$ cat config.mk
export PLATFORM = sky130hd
export DESIGN_NAME = ahb_lite_fir_master
export DESIGN_NICKNAME = d
export VERILOG_FILES = /design/src/rtl/ahb_fir_pkg.sv /design/src/rtl/ahb_lite_master_pipe.sv /design/src/rtl/ahb_lite_fir_master.sv
export SDC_FILE = /design/constraint.sdc
export NUM_CORES = 1
export LEC_CHECK = 0
export BUFFER_PORTS_ARGS = -buffer_cell sky130_fd_sc_hd__buf_2
export CORE_MARGIN = 8
export CORE_UTILIZATION = 45
export CTS_CLUSTER_DIAMETER = 60
export DETAILED_ROUTE_END_ITERATION = 12
export GPL_ROUTABILITY_DRIVEN = 0
export PLACE_DENSITY_LB_ADDON = 0.3
export SETUP_SLACK_MARGIN = 0.3
export SYNTH_ARGS = -nofsm -noshare
export SYNTH_HDL_FRONTEND = slang
export SYNTH_SLANG_ARGS = --single-unit
$ cat constraint.sdc
create_clock -name clk -period 5.8 [get_ports clk]
set_input_delay 1.16 -clock clk [delete_from_list [all_inputs] [get_ports clk]]
set_output_delay 1.16 -clock clk [all_outputs]
set_load 0.01 [all_outputs]
$ cat src/rtl/ahb_fir_pkg.sv
// -----------------------------------------------------------------------------
// ahb_fir_pkg
// Shared constants and types for the AHB-Lite FIR initiator:
//   - ahb_lite_fir_filter register map (byte addresses)
//   - AHB-Lite htrans encodings used by this initiator (IDLE / NONSEQ only)
//   - status register bit positions
//   - top-level FSM state enumeration
// -----------------------------------------------------------------------------
package ahb_fir_pkg;

    localparam int FIR_DATA_W = 16;
    localparam int ADDR_W     = 4;
    localparam int NUM_COEF   = 4;

    // Register map of ahb_lite_fir_filter
    localparam logic [ADDR_W-1:0] ADDR_STATUS   = 4'd0;
    localparam logic [ADDR_W-1:0] ADDR_RESULT   = 4'd2;
    localparam logic [ADDR_W-1:0] ADDR_SAMPLE   = 4'd4;
    localparam logic [ADDR_W-1:0] ADDR_COEF0    = 4'd6;
    localparam logic [ADDR_W-1:0] ADDR_COEF_SET = 4'd14;

    localparam logic [1:0] HTRANS_IDLE   = 2'b00;
    localparam logic [1:0] HTRANS_NONSEQ = 2'b10;

    localparam int STATUS_BUSY_BIT = 0;
    localparam int STATUS_ERR_BIT  = 8;

    typedef enum logic [3:0] {
        ST_IDLE,
        ST_COEF_WR,
        ST_COEF_SET,
        ST_COEF_POLL,
        ST_READY,
        ST_SAMPLE_WR,
        ST_STAT_POLL,
        ST_RESULT_RD,
        ST_ERR
    } state_t;

    // Coefficient k lives at COEF0 + 2*k (16-bit registers, byte addressed)
    function automatic logic [ADDR_W-1:0] coef_addr(input logic [1:0] idx);
        return ADDR_COEF0 + {1'b0, idx, 1'b0};
    endfunction

endpackage

$ cat src/rtl/ahb_lite_master_pipe.sv
// -----------------------------------------------------------------------------
// ahb_lite_master_pipe
// AHB-Lite bus pipeline for a zero-wait-state slave. A request presented in
// cycle N becomes the address phase in cycle N+1 and the data phase in N+2.
// Write data is held one extra cycle so hwdata lines up with the data phase.
//
// Ports
//   clk, rst                 clock, synchronous active-high reset
//   req_valid/req_write      request a NONSEQ transfer next cycle
//   req_addr/req_wdata       address and (for writes) data of that request
//   hsel/htrans/haddr/hwrite address-phase outputs (registered)
//   hwdata                   data-phase write data (registered)
//   hrdata/hresp             slave data-phase response
//   addr_rd                  a read is in its address phase this cycle
//   rdata_valid/rdata        read data-phase strobe and data, this cycle
//   resp_err                 hresp seen in a data phase, this cycle
// -----------------------------------------------------------------------------
module ahb_lite_master_pipe
    import ahb_fir_pkg::*;
#(
    parameter int DATA_W = 16
) (
    input  logic              clk,
    input  logic              rst,
    input  logic              req_valid,
    input  logic              req_write,
    input  logic [ADDR_W-1:0] req_addr,
    input  logic [DATA_W-1:0] req_wdata,
    output logic              hsel,
    output logic [1:0]        htrans,
    output logic [ADDR_W-1:0] haddr,
    output logic              hwrite,
    output logic [DATA_W-1:0] hwdata,
    input  logic [DATA_W-1:0] hrdata,
    input  logic              hresp,
    output logic              addr_rd,
    output logic              rdata_valid,
    output logic [DATA_W-1:0] rdata,
    output logic              resp_err
);

    logic              hsel_reg;
    logic [1:0]        htrans_reg;
    logic [ADDR_W-1:0] haddr_reg;
    logic              hwrite_reg;
    logic [DATA_W-1:0] wdata_addr_reg;   // write data waiting for its data phase
    logic [DATA_W-1:0] hwdata_reg;
    logic              dphase_valid_reg;
    logic              dphase_write_reg;

    always_ff @(posedge clk) begin
        if (rst) begin
            hsel_reg         <= 1'b0;
            htrans_reg       <= HTRANS_IDLE;
            haddr_reg        <= '0;
            hwrite_reg       <= 1'b0;
            wdata_addr_reg   <= '0;
            hwdata_reg       <= '0;
            dphase_valid_reg <= 1'b0;
            dphase_write_reg <= 1'b0;
        end else begin
            hsel_reg         <= req_valid;
            htrans_reg       <= req_valid ? HTRANS_NONSEQ : HTRANS_IDLE;
            haddr_reg        <= req_valid ? req_addr : '0;
            hwrite_reg       <= req_valid && req_write;
            wdata_addr_reg   <= (req_valid && req_write) ? req_wdata : '0;
            // Data phase of whatever is in the address phase now
            hwdata_reg       <= (htrans_reg == HTRANS_NONSEQ && hwrite_reg) ? wdata_addr_reg : '0;
            dphase_valid_reg <= (htrans_reg == HTRANS_NONSEQ);
            dphase_write_reg <= hwrite_reg;
        end
    end

    assign hsel        = hsel_reg;
    assign htrans      = htrans_reg;
    assign haddr       = haddr_reg;
    assign hwrite      = hwrite_reg;
    assign hwdata      = hwdata_reg;
    assign addr_rd     = (htrans_reg == HTRANS_NONSEQ) && !hwrite_reg;
    assign rdata_valid = dphase_valid_reg && !dphase_write_reg;
    assign rdata       = hrdata;
    assign resp_err    = dphase_valid_reg && hresp;

endmodule

$ cat src/rtl/ahb_lite_fir_master.sv
// -----------------------------------------------------------------------------
// ahb_lite_fir_master
// AHB-Lite initiator for ahb_lite_fir_filter. Loads four coefficients,
// commits the set and waits for it to be taken, then for each host sample:
// writes the sample, polls status until idle, reads the result and pulses it
// out to the host.
//
// Ports
//   clk, rst        clock, synchronous active-high reset
//   coef_load       start coefficient load (taken in IDLE/READY only)
//   coef_in         {F3,F2,F1,F0}, sampled on the accepted coef_load cycle
//   sample_valid    host sample available
//   sample_data     host sample value
//   sample_ready    high in READY; sample transfers on valid && ready
//   result_valid    one-cycle pulse qualifying result_data
//   result_data     result register read from the filter
//   busy            high in every state except IDLE, READY, ERR
//   err             sticky error (bus error, status error bit, poll timeout)
//   hsel..hwdata    AHB-Lite initiator outputs
//   hrdata, hresp   AHB-Lite slave response
//
// Build option: define POLL_TIMEOUT_EN to bound COEF_POLL / STAT_POLL to
// POLL_LIMIT busy responses; otherwise polling is unbounded.
// -----------------------------------------------------------------------------
module ahb_lite_fir_master
    import ahb_fir_pkg::*;
#(
    parameter int POLL_LIMIT = 64,
    parameter int DATA_W     = 16
) (
    input  logic                  clk,
    input  logic                  rst,
    input  logic                  coef_load,
    input  logic [4*DATA_W-1:0]   coef_in,
    input  logic                  sample_valid,
    input  logic [DATA_W-1:0]     sample_data,
    output logic                  sample_ready,
    output logic                  result_valid,
    output logic [DATA_W-1:0]     result_data,
    output logic                  busy,
    output logic                  err,
    output logic                  hsel,
    output logic [1:0]            htrans,
    output logic [ADDR_W-1:0]     haddr,
    output logic                  hsize,
    output logic                  hwrite,
    output logic [DATA_W-1:0]     hwdata,
    input  logic [DATA_W-1:0]     hrdata,
    input  logic                  hresp
);

    // Elaboration-time parameter sanity
    if (DATA_W != FIR_DATA_W) begin : g_bad_width
        $error("ahb_lite_fir_master: DATA_W must be 16");
    end
    if (POLL_LIMIT < 1 || POLL_LIMIT > 128) begin : g_bad_limit
        $error("ahb_lite_fir_master: POLL_LIMIT must be 1..128");
    end

    state_t            state_reg, state_next;
    logic [1:0]        coef_idx_reg, coef_idx_next;
    logic              err_reg, err_next;
    logic              result_valid_reg, result_valid_next;
    logic [DATA_W-1:0] result_data_reg, result_data_next;
    logic              load_coef;

    logic              req_valid;
    logic              req_write;
    logic [ADDR_W-1:0] req_addr;
    logic [DATA_W-1:0] req_wdata;
    logic              addr_rd;
    logic              rdata_valid;
    logic [DATA_W-1:0] rdata;
    logic              resp_err;

    logic              poll_busy;
    logic              poll_expired;

    // ------------------------------------------------------------------
    // Coefficient storage, one register per tap
    // ------------------------------------------------------------------
    logic [DATA_W-1:0] coef_word [NUM_COEF];

    genvar gi;
    generate
        for (gi = 0; gi < NUM_COEF; gi++) begin : g_coef
            logic [DATA_W-1:0] coef_reg;
            always_ff @(posedge clk) begin
                if (rst) begin
                    coef_reg <= '0;
                end else if (load_coef) begin
                    coef_reg <= coef_in[gi*DATA_W +: DATA_W];
                end
            end
            assign coef_word[gi] = coef_reg;
        end
    endgenerate

    // ------------------------------------------------------------------
    // Bus pipeline
    // ------------------------------------------------------------------
    ahb_lite_master_pipe #(
        .DATA_W (DATA_W)
    ) u_pipe (
        .clk         (clk),
        .rst         (rst),
        .req_valid   (req_valid),
        .req_write   (req_write),
        .req_addr    (req_addr),
        .req_wdata   (req_wdata),
        .hsel        (hsel),
        .htrans      (htrans),
        .haddr       (haddr),
        .hwrite      (hwrite),
        .hwdata      (hwdata),
        .hrdata      (hrdata),
        .hresp       (hresp),
        .addr_rd     (addr_rd),
        .rdata_valid (rdata_valid),
        .rdata       (rdata),
        .resp_err    (resp_err)
    );

    assign poll_busy = rdata_valid && rdata[STATUS_BUSY_BIT];

    // ------------------------------------------------------------------
    // Optional poll timeout. The counter clears whenever the state
    // changes, so each polling state starts from zero.
    // ------------------------------------------------------------------
`ifdef POLL_TIMEOUT_EN
    localparam logic [6:0] POLL_LAST = 7'(POLL_LIMIT - 1);
    logic [6:0] poll_cnt_reg;

    always_ff @(posedge clk) begin
        if (rst || state_next != state_reg) begin
            poll_cnt_reg <= '0;
        end else if (poll_busy) begin
            poll_cnt_reg <= poll_cnt_reg + 7'd1;
        end
    end

    assign poll_expired = (poll_cnt_reg == POLL_LAST);
`else
    assign poll_expired = 1'b0;
`endif

    // ------------------------------------------------------------------
    // FSM state register
    // ------------------------------------------------------------------
    always_ff @(posedge clk) begin
        if (rst) begin
            state_reg        <= ST_IDLE;
            coef_idx_reg     <= '0;
            err_reg          <= 1'b0;
            result_valid_reg <= 1'b0;
            result_data_reg  <= '0;
        end else begin
            state_reg        <= state_next;
            coef_idx_reg     <= coef_idx_next;
            err_reg          <= err_next;
            result_valid_reg <= result_valid_next;
            result_data_reg  <= result_data_next;
        end
    end

    // ------------------------------------------------------------------
    // FSM next state. Requests issued here appear on the bus as address
    // phases in the following cycle.
    // ------------------------------------------------------------------
    always_comb begin
        state_next        = state_reg;
        coef_idx_next     = coef_idx_reg;
        err_next          = err_reg;
        result_valid_next = 1'b0;
        result_data_next  = result_data_reg;
        load_coef         = 1'b0;
        req_valid         = 1'b0;
        req_write         = 1'b0;
        req_addr          = '0;
        req_wdata         = '0;

        // A bus error in any data phase stops all further transfers
        if (resp_err && state_reg != ST_ERR) begin
            state_next = ST_ERR;
            err_next   = 1'b1;
        end else begin
            case (state_reg)
                ST_IDLE: begin
                    if (coef_load) begin
                        load_coef     = 1'b1;
                        req_valid     = 1'b1;
                        req_write     = 1'b1;
                        req_addr      = ADDR_COEF0;
                        req_wdata     = coef_in[DATA_W-1:0];  // F0 straight from the port
                        coef_idx_next = 2'd1;
                        state_next    = ST_COEF_WR;
                    end
                end

                ST_COEF_WR: begin
                    req_valid     = 1'b1;
                    req_write     = 1'b1;
                    req_addr      = coef_addr(coef_idx_reg);
                    req_wdata     = coef_word[coef_idx_reg];
                    coef_idx_next = coef_idx_reg + 2'd1;
                    if (coef_idx_reg == 2'd3) begin
                        state_next = ST_COEF_SET;
                    end
                end

                ST_COEF_SET: begin
                    req_valid  = 1'b1;
                    req_write  = 1'b1;
                    req_addr   = ADDR_COEF_SET;
                    req_wdata  = 16'h0001;
                    state_next = ST_COEF_POLL;
                end

                ST_COEF_POLL: begin
                    // One read outstanding at a time: issue when the bus
                    // holds no read, or when the last read came back busy.
                    if (rdata_valid && !rdata[STATUS_BUSY_BIT]) begin
                        state_next = ST_READY;
                    end else if (poll_busy && poll_expired) begin
                        state_next = ST_ERR;
                        err_next   = 1'b1;
                    end else if (poll_busy || !addr_rd) begin
                        req_valid = 1'b1;
                        req_addr  = ADDR_COEF_SET;
                    end
                end

                ST_READY: begin
                    // A sample handshake wins over a simultaneous coef_load
                    if (sample_valid) begin
                        req_valid  = 1'b1;
                        req_write  = 1'b1;
                        req_addr   = ADDR_SAMPLE;
                        req_wdata  = sample_data;
                        state_next = ST_SAMPLE_WR;
                    end else if (coef_load) begin
                        load_coef     = 1'b1;
                        req_valid     = 1'b1;
                        req_write     = 1'b1;
                        req_addr      = ADDR_COEF0;
                        req_wdata     = coef_in[DATA_W-1:0];
                        coef_idx_next = 2'd1;
                        state_next    = ST_COEF_WR;
                    end
                end

                ST_SAMPLE_WR: begin
                    // First status read overlaps the sample write's data phase
                    req_valid  = 1'b1;
                    req_addr   = ADDR_STATUS;
                    state_next = ST_STAT_POLL;
                end

                ST_STAT_POLL: begin
                    if (rdata_valid && rdata[STATUS_ERR_BIT]) begin
                        state_next = ST_ERR;
                        err_next   = 1'b1;
                    end else if (rdata_valid && !rdata[STATUS_BUSY_BIT]) begin
                        req_valid  = 1'b1;
                        req_addr   = ADDR_RESULT;
                        state_next = ST_RESULT_RD;
                    end else if (poll_busy && poll_expired) begin
                        state_next = ST_ERR;
                        err_next   = 1'b1;
                    end else if (poll_busy) begin
                        req_valid = 1'b1;
                        req_addr  = ADDR_STATUS;
                    end
                end

                ST_RESULT_RD: begin
                    if (rdata_valid) begin
                        result_valid_next = 1'b1;
                        result_data_next  = rdata;
                        state_next        = ST_READY;
                    end
                end

                ST_ERR: begin
                    // Terminal until reset
                end

                default: begin
                    state_next = ST_IDLE;
                end
            endcase
        end
    end

    assign sample_ready = (state_reg == ST_READY);
    assign busy         = !(state_reg == ST_IDLE || state_reg == ST_READY || state_reg == ST_ERR);
    assign err          = err_reg;
    assign result_valid = result_valid_reg;
    assign result_data  = result_data_reg;
    assign hsize        = 1'b1;

endmodule

==> impl_metrics.py, run 1 <==
metrics = {
    "sta": {
        "slew_headroom_pct": 20.9,
        "fin_skew_ns": 0.00640,
        "worst_pin_slew_ns": 1.19,
        "finalCritPeriodShare_pct": 59.9,
        "rsz0062_at_grt": "false",
        "fin_tns_setup_ns": 0,
        "finalHoldViolCount": 0,
        "setup_viol": 0,
        "max_freq_ghz": 0.288,
        "finalCriticalPeriod_ns": 3.48,
        "drv_slew": 0,
    },
    "synthesis": {
        "synthArstFlopShare_pct": 0,
        "synth_compound_area_share_pct": 13.5,
        "syn_area_um2": 5080,
        "yosys.area_share.simple_pct": 20.5,
        "synth_top_area_cell": "dfxtp_1",
        "synth.top_cell.area_share_pct": 50.0,
        "synth_mux_area_share_pct": 10.2,
        "yosys_warnings": 0,
        "netlist_instances": 558,
        "synth_area_leaders": "dfxtp_1, nand2_1, mux4_2",
        "synthAdderAreaFrac_pct": 0.493,
        "synth_top_family_by_area": "simple AND/OR/NAND/NOR gates",
        "synthXorXnorAreaFrac_pct": 0,
        "avgSynthCellArea_um2": 9.10,
        "synthFlopType": "dfxtp_1",
        "synth-edff-count": 0,
        "yosysSeqAreaShare_pct": 50.0,
        "ys_ff_latch": 127,
        "yosysUniqueCellTypes": 46,
    },
    "clock_tree": {
        "cts_buffer_depth": 2,
        "cts-root-buf": "clkbuf_16",
        "cts_hold_buf": 0,
        "cts_buffers": 17,
        "path_clk_slew_ns": 0.05,
        "cts_tree": "built",
        "cts_sinks": 127,
        "clock_latency_ns": 0.40,
        "postCtsSetupBuffers": 0,
        "ctsResizeCount": 0,
        "h-tree-depth": 4,
    },
    "floorplan": {
        "die_h_um": 122,
        "rows": 39,
        "start_util_pct": 45.3,
        "io_pins": 146,
        "dieArea_um2": 14900,
        "core_um2": 11200,
        "die_x_um": 122,
    },
    "pwr": {
        "vdd_drop_max_v": 0.000206,
        "p_per_area_nw_per_um2": 473,
        "power_leakage_nw": 2.84,
        "total_power_mw": 3.01,
    },
    "global_routing": {
        "grt.busiest_layer": "met2",
        "track_usage_pct": 18.3,
        "antenna_found_initial": 1,
        "grt_pass1_vias": 4421,
        "grt_pass1_wl_um": 21700,
        "grt_max_degree": 91,
        "met3_usage_pct": 5.61,
        "overflow": 0,
        "gr-usage-met1_pct": 23.3,
        "grtUsageMet2_pct": 28.5,
    },
    "worst_setup_path": {
        "reg2reg_setup_slack_ns": 2.50,
        "critical_path_class": "input pin to flop",
        "startpoint": "coef_load",
        "cp-start-kind": "input pin",
        "end_kind": "flop",
        "regToRegStartpoint": "state_reg[1]",
        "cp_max_fo": 34,
        "crit_arrival_ns": 3.80,
        "worstRegToRegCells": 6,
        "required_ns": 6.12,
    },
    "layout": {
        "area_delta_synth_final_pct": 25.2,
        "drive_above_1_share_pct": 28.4,
        "layoutNonFillerInstCount": 831,
        "layout_commonest_cell": "buf_2",
        "regArea_um2": 2540,
        "fill_cells": 1048,
        "largest_reg_flops": 64,
        "final_cell_mix": "buf_2, nand2_1, dfxtp_1",
        "multiInputGateArea_um2": 2290,
        "nets": 778,
    },
    "route": {
        "vias_per_cell": 5.31,
        "first_pass_iters": 6,
        "drt_iter0_markers": 402,
        "wire_per_inst_um": 16.5,
        "wirelength_um": 13700,
        "drc": 0,
        "ant_nets": 0,
        "via_count": 4416,
    },
    "place": {
        "dp_hpwl_um": 9830,
        "dp_cells": 799,
        "io_buffers": 142,
    },
    "status": {
        "status": "finished clean",
    },
    "worst_hold_path": {
        "min-delay-start": "g_coef[3].coef_reg[0]",
        "hold_class": "flop to flop",
        "holdPathStages": 2,
    },
    "flow_run": {
        "cap_violations": 0,
    },
}
-- metrics by stage --
step           util [%]  area [um2]  hold slack [ns]  worst slack [ns]
6_report           56.7        6360            0.451              2.32
5_1_grt            56.7        6360            0.469              2.08
4_1_cts            56.7        6360            0.455              2.33
3_5_place_dp       51.5        5780            0.446              1.96
3_3_place_gp       51.5        5780            0.434              2.06
2_1_floorplan         -        5080            0.433              3.18
-- synthesized netlist by cell type, types with 2 or more instances --
cell         n
clkbuf_1    33
buf_4        4
nand3_1      5
a222oi_1    15
buf_6        4
conb_1       2
nand2_1    136
a211oi_1     5
mux2i_1     16
and3_1      17
buf_2        7
nor2_1      43
mux4_2      16
a21oi_1     67
nor3b_1      3
nor2b_1      7
ha_1         2
o21ai_0      5
dfxtp_1    127
nor3_1       3
a2111oi_0    2
nand2b_1     5
inv_1        6
o221ai_1     3
a31oi_1      2
and2_1       3
-- critical path, stage by stage --
cell	delay, ns
buf_2	0.10
or4b_1	0.47
a21oi_2	0.61
nor2b_4	0.73
buf_4	0.44
nand2_1	0.12
a21oi_1	0.16
-- cell families (layout without fill, tap and decap cells) --
logic type                 Yosys count  in the layout
muxes                               32             32
buffers and inverters               55            183
DFF                                127            127
and+or+nand+nor                    232            232
adders and majority gates            2              2
AOI/OAI and AO/OA                  108            108
other                                2              4
-- final timing paths --
check,endpoint
worst max-delay path,g_coef[0].coef_reg[8]
worst min-delay path,g_coef[3].coef_reg[0]
worst max register to register,g_coef[0].coef_reg[8]
worst min register to register,g_coef[3].coef_reg[0]
-- cell type report --
cell class / instances / share of cell area (%)
repair buffers: 146 / 11.6
inverters: 6 / 0.354
diodes: 1 / 0.0393
well taps: 143 / 2.81
clock inverters: 6 / 1.69
flip-flops and latches: 127 / 40.0
clock buffers: 25 / 7.47
multi-input cells: 377 / 36.0
-- power by group --
part | switching (mW) | leakage [nW] | internal (mW) | total, mW
clock | 0.353 | 0.281 | 0.695 | 1.05
sequential | 0.151 | 1.04 | 1.03 | 1.18
combinational | 0.459 | 1.52 | 0.320 | 0.779
-- layer usage --
layer  vias up  wire, um
li1       2170         -
met1      2056      5940
met2       168      6360
met3        22      1100
met4         0       300
met5         -         0
(Power assumes the default switching activity.)
==> run 2: changes to the inputs <==
==> constraint.sdc (replaced) <==
create_clock -name clk -period 3.26 [get_ports clk]
set_input_delay 0.652 -clock clk [delete_from_list [all_inputs] [get_ports clk]]
set_output_delay 0.652 -clock clk [all_outputs]
set_load 0.01 [all_outputs]
==> run 2 against run 1 <==
  * Non-clock buffer count up 5
  * Sequential power is 75% higher
  * Hold slack is essentially flat
  * Combinational power grew 86%
  * Clock skew increased by 0.0035 ns
  * Sequential share of layout area decreased by 0.078 points
  * Routed wire length is 2.4% lower
  * Clock power grew 68%
  * Die area did not move
  * Utilization rose by 0.11 points
  * Largest cell class unchanged
  * Flip-flop and latch count stayed put
==> impl_metrics.py, run 2 (synthesis results as in run 1) <==
metrics = {
    "clock_tree": {
        "cts_sinks": 127,
        "ctsResizeCount": 0,
        "path_clk_slew_ns": 0.05,
        "cts_tree": "built",
        "postCtsSetupBuffers": 0,
        "h-tree-depth": 4,
        "cts_buffers": 17,
        "cts_hold_buf": 0,
        "cts-root-buf": "clkbuf_16",
        "clock_latency_ns": 0.41,
        "cts_buffer_depth": 2,
    },
    "route": {
        "ant_nets": 0,
        "drt_iter0_markers": 438,
        "wirelength_um": 13400,
        "via_count": 4378,
        "drc": 0,
        "wire_per_inst_um": 16.0,
        "first_pass_iters": 7,
        "vias_per_cell": 5.24,
    },
    "global_routing": {
        "grt_pass1_wl_um": 21900,
        "overflow": 0,
        "antenna_found_initial": 0,
        "grt_max_degree": 89,
        "grt_pass1_vias": 4447,
        "track_usage_pct": 18.4,
    },
    "floorplan": {
        "die_x_um": 122,
        "start_util_pct": 45.3,
        "die_h_um": 122,
        "dieArea_um2": 14900,
        "io_pins": 146,
        "core_um2": 11200,
        "rows": 39,
    },
    "layout": {
        "fin_area_um2": 6370,
        "diodes": 0,
        "nets": 783,
        "area_delta_synth_final_pct": 25.5,
        "drive_above_1_share_pct": 29.6,
        "final_cell_mix": "buf_2, nand2_1, dfxtp_1",
        "layout_commonest_cell": "buf_2",
        "largest_reg_flops": 64,
    },
    "sta": {
        "drv_slew": 0,
        "worst_pin_slew_ns": 0.876,
        "hold_ws_ns": 0.451,
        "slew_headroom_pct": 41.6,
        "setup_viol": 0,
        "fin_skew_ns": 0.00991,
        "max_freq_ghz": 0.410,
        "fin_tns_setup_ns": 0,
        "rsz0062_at_grt": "false",
        "finalCriticalPeriod_ns": 2.44,
        "finalHoldViolCount": 0,
        "finalCritPeriodShare_pct": 74.9,
    },
    "pwr": {
        "vdd_drop_max_v": 0.000376,
        "power_leakage_nw": 2.86,
        "p_per_area_nw_per_um2": 827,
        "total_power_mw": 5.27,
    },
    "worst_setup_path": {
        "reg2reg_setup_slack_ns": 0.82,
        "path_cells": "or4b_1, a21oi_2, buf_4, nand2b_2, buf_4, nand2_1, a21oi_1",
        "required_ns": 3.51,
        "cp-start-kind": "flop",
        "cp_common_cell": "buf_4",
        "slowest_stage": "or4b_1",
        "startpoint": "state_reg[1]",
        "regToRegStartpoint": "state_reg[1]",
        "crit_arrival_ns": 2.69,
        "worstRegToRegCells": 7,
        "cp_max_fo": 64,
        "end_kind": "flop",
        "cpPeakStageDelay_ns": 0.63,
        "critical_path_class": "flop to flop",
    },
    "status": {
        "status": "finished clean",
    },
    "worst_hold_path": {
        "hold_class": "flop to flop",
        "holdPathStages": 2,
        "min-delay-start": "g_coef[3].coef_reg[4]",
    },
    "place": {
        "placed_area_um2": 5810,
        "io_buffers": 142,
        "dp_hpwl_um": 9920,
    },
    "flow_run": {
        "cap_violations": 0,
    },
}
-- run 2: changes by cell type in the layout (fill, tap and decap cells not counted) --
cell and delta:
clkbuf_1 -4, bufinv_16 -2, inv_6 +1, clkinvlp_4 +2, buf_4 +5, diode_2 -1, clkinv_2 +3, clkbuf_8 +1
-- run 2: layout make-up --
cell class                 instances  area, um2
fill                            1051       4850
multi-input combinational        377       2290
timing repair buffer             151        778
clock buffer                      22        474
inverter                           6       22.5
clock inverter                    10       86.3
sequential                       127       2540
tap                              143        179
-- run 2: final timing paths --
check	to
worst min register to register	g_coef[3].coef_reg[4]
worst min-delay path	g_coef[3].coef_reg[4]
worst max-delay path	g_coef[3].coef_reg[0]
worst max register to register	g_coef[3].coef_reg[0]
-- run 2: critical path: cells and delay by family, from the launching register on --
family | cells | cell delay, ns
buffers and inverters | 2 | 0.56
DFF | 1 | 0.53
AOI/OAI and AO/OA | 2 | 0.34
and+or+nand+nor | 3 | 0.84
-- run 2: power breakdown --
part	internal, mW	total (mW)	switching (mW)	leakage (nW)
combinational	0.600	1.45	0.850	1.55
clock	1.10	1.76	0.653	0.272
sequential	1.84	2.07	0.232	1.04
total	3.54	5.27	1.73	2.86
-- run 2: stage by stage --
stage / setup WS [ns] / cells / util [%]
floorplan: 1.01 / 559 / -
global placement: 0.820 / 804 / 51.8
detailed placement: 0.755 / 804 / 51.8
CTS: 0.847 / 836 / 56.8
global route: 0.565 / 836 / 56.8
finish: 0.820 / 836 / 56.8
-- run 2: layer usage --
layer  part of all wire [%]  vias to the layer above  track usage, %
met1                     44                     2008            23.5
li1                       -                     2176               -
met5                      0                        -               0
met3                    7.3                       26            5.47
met4                    1.7                        0            7.39
met2                     47                      168            28.6
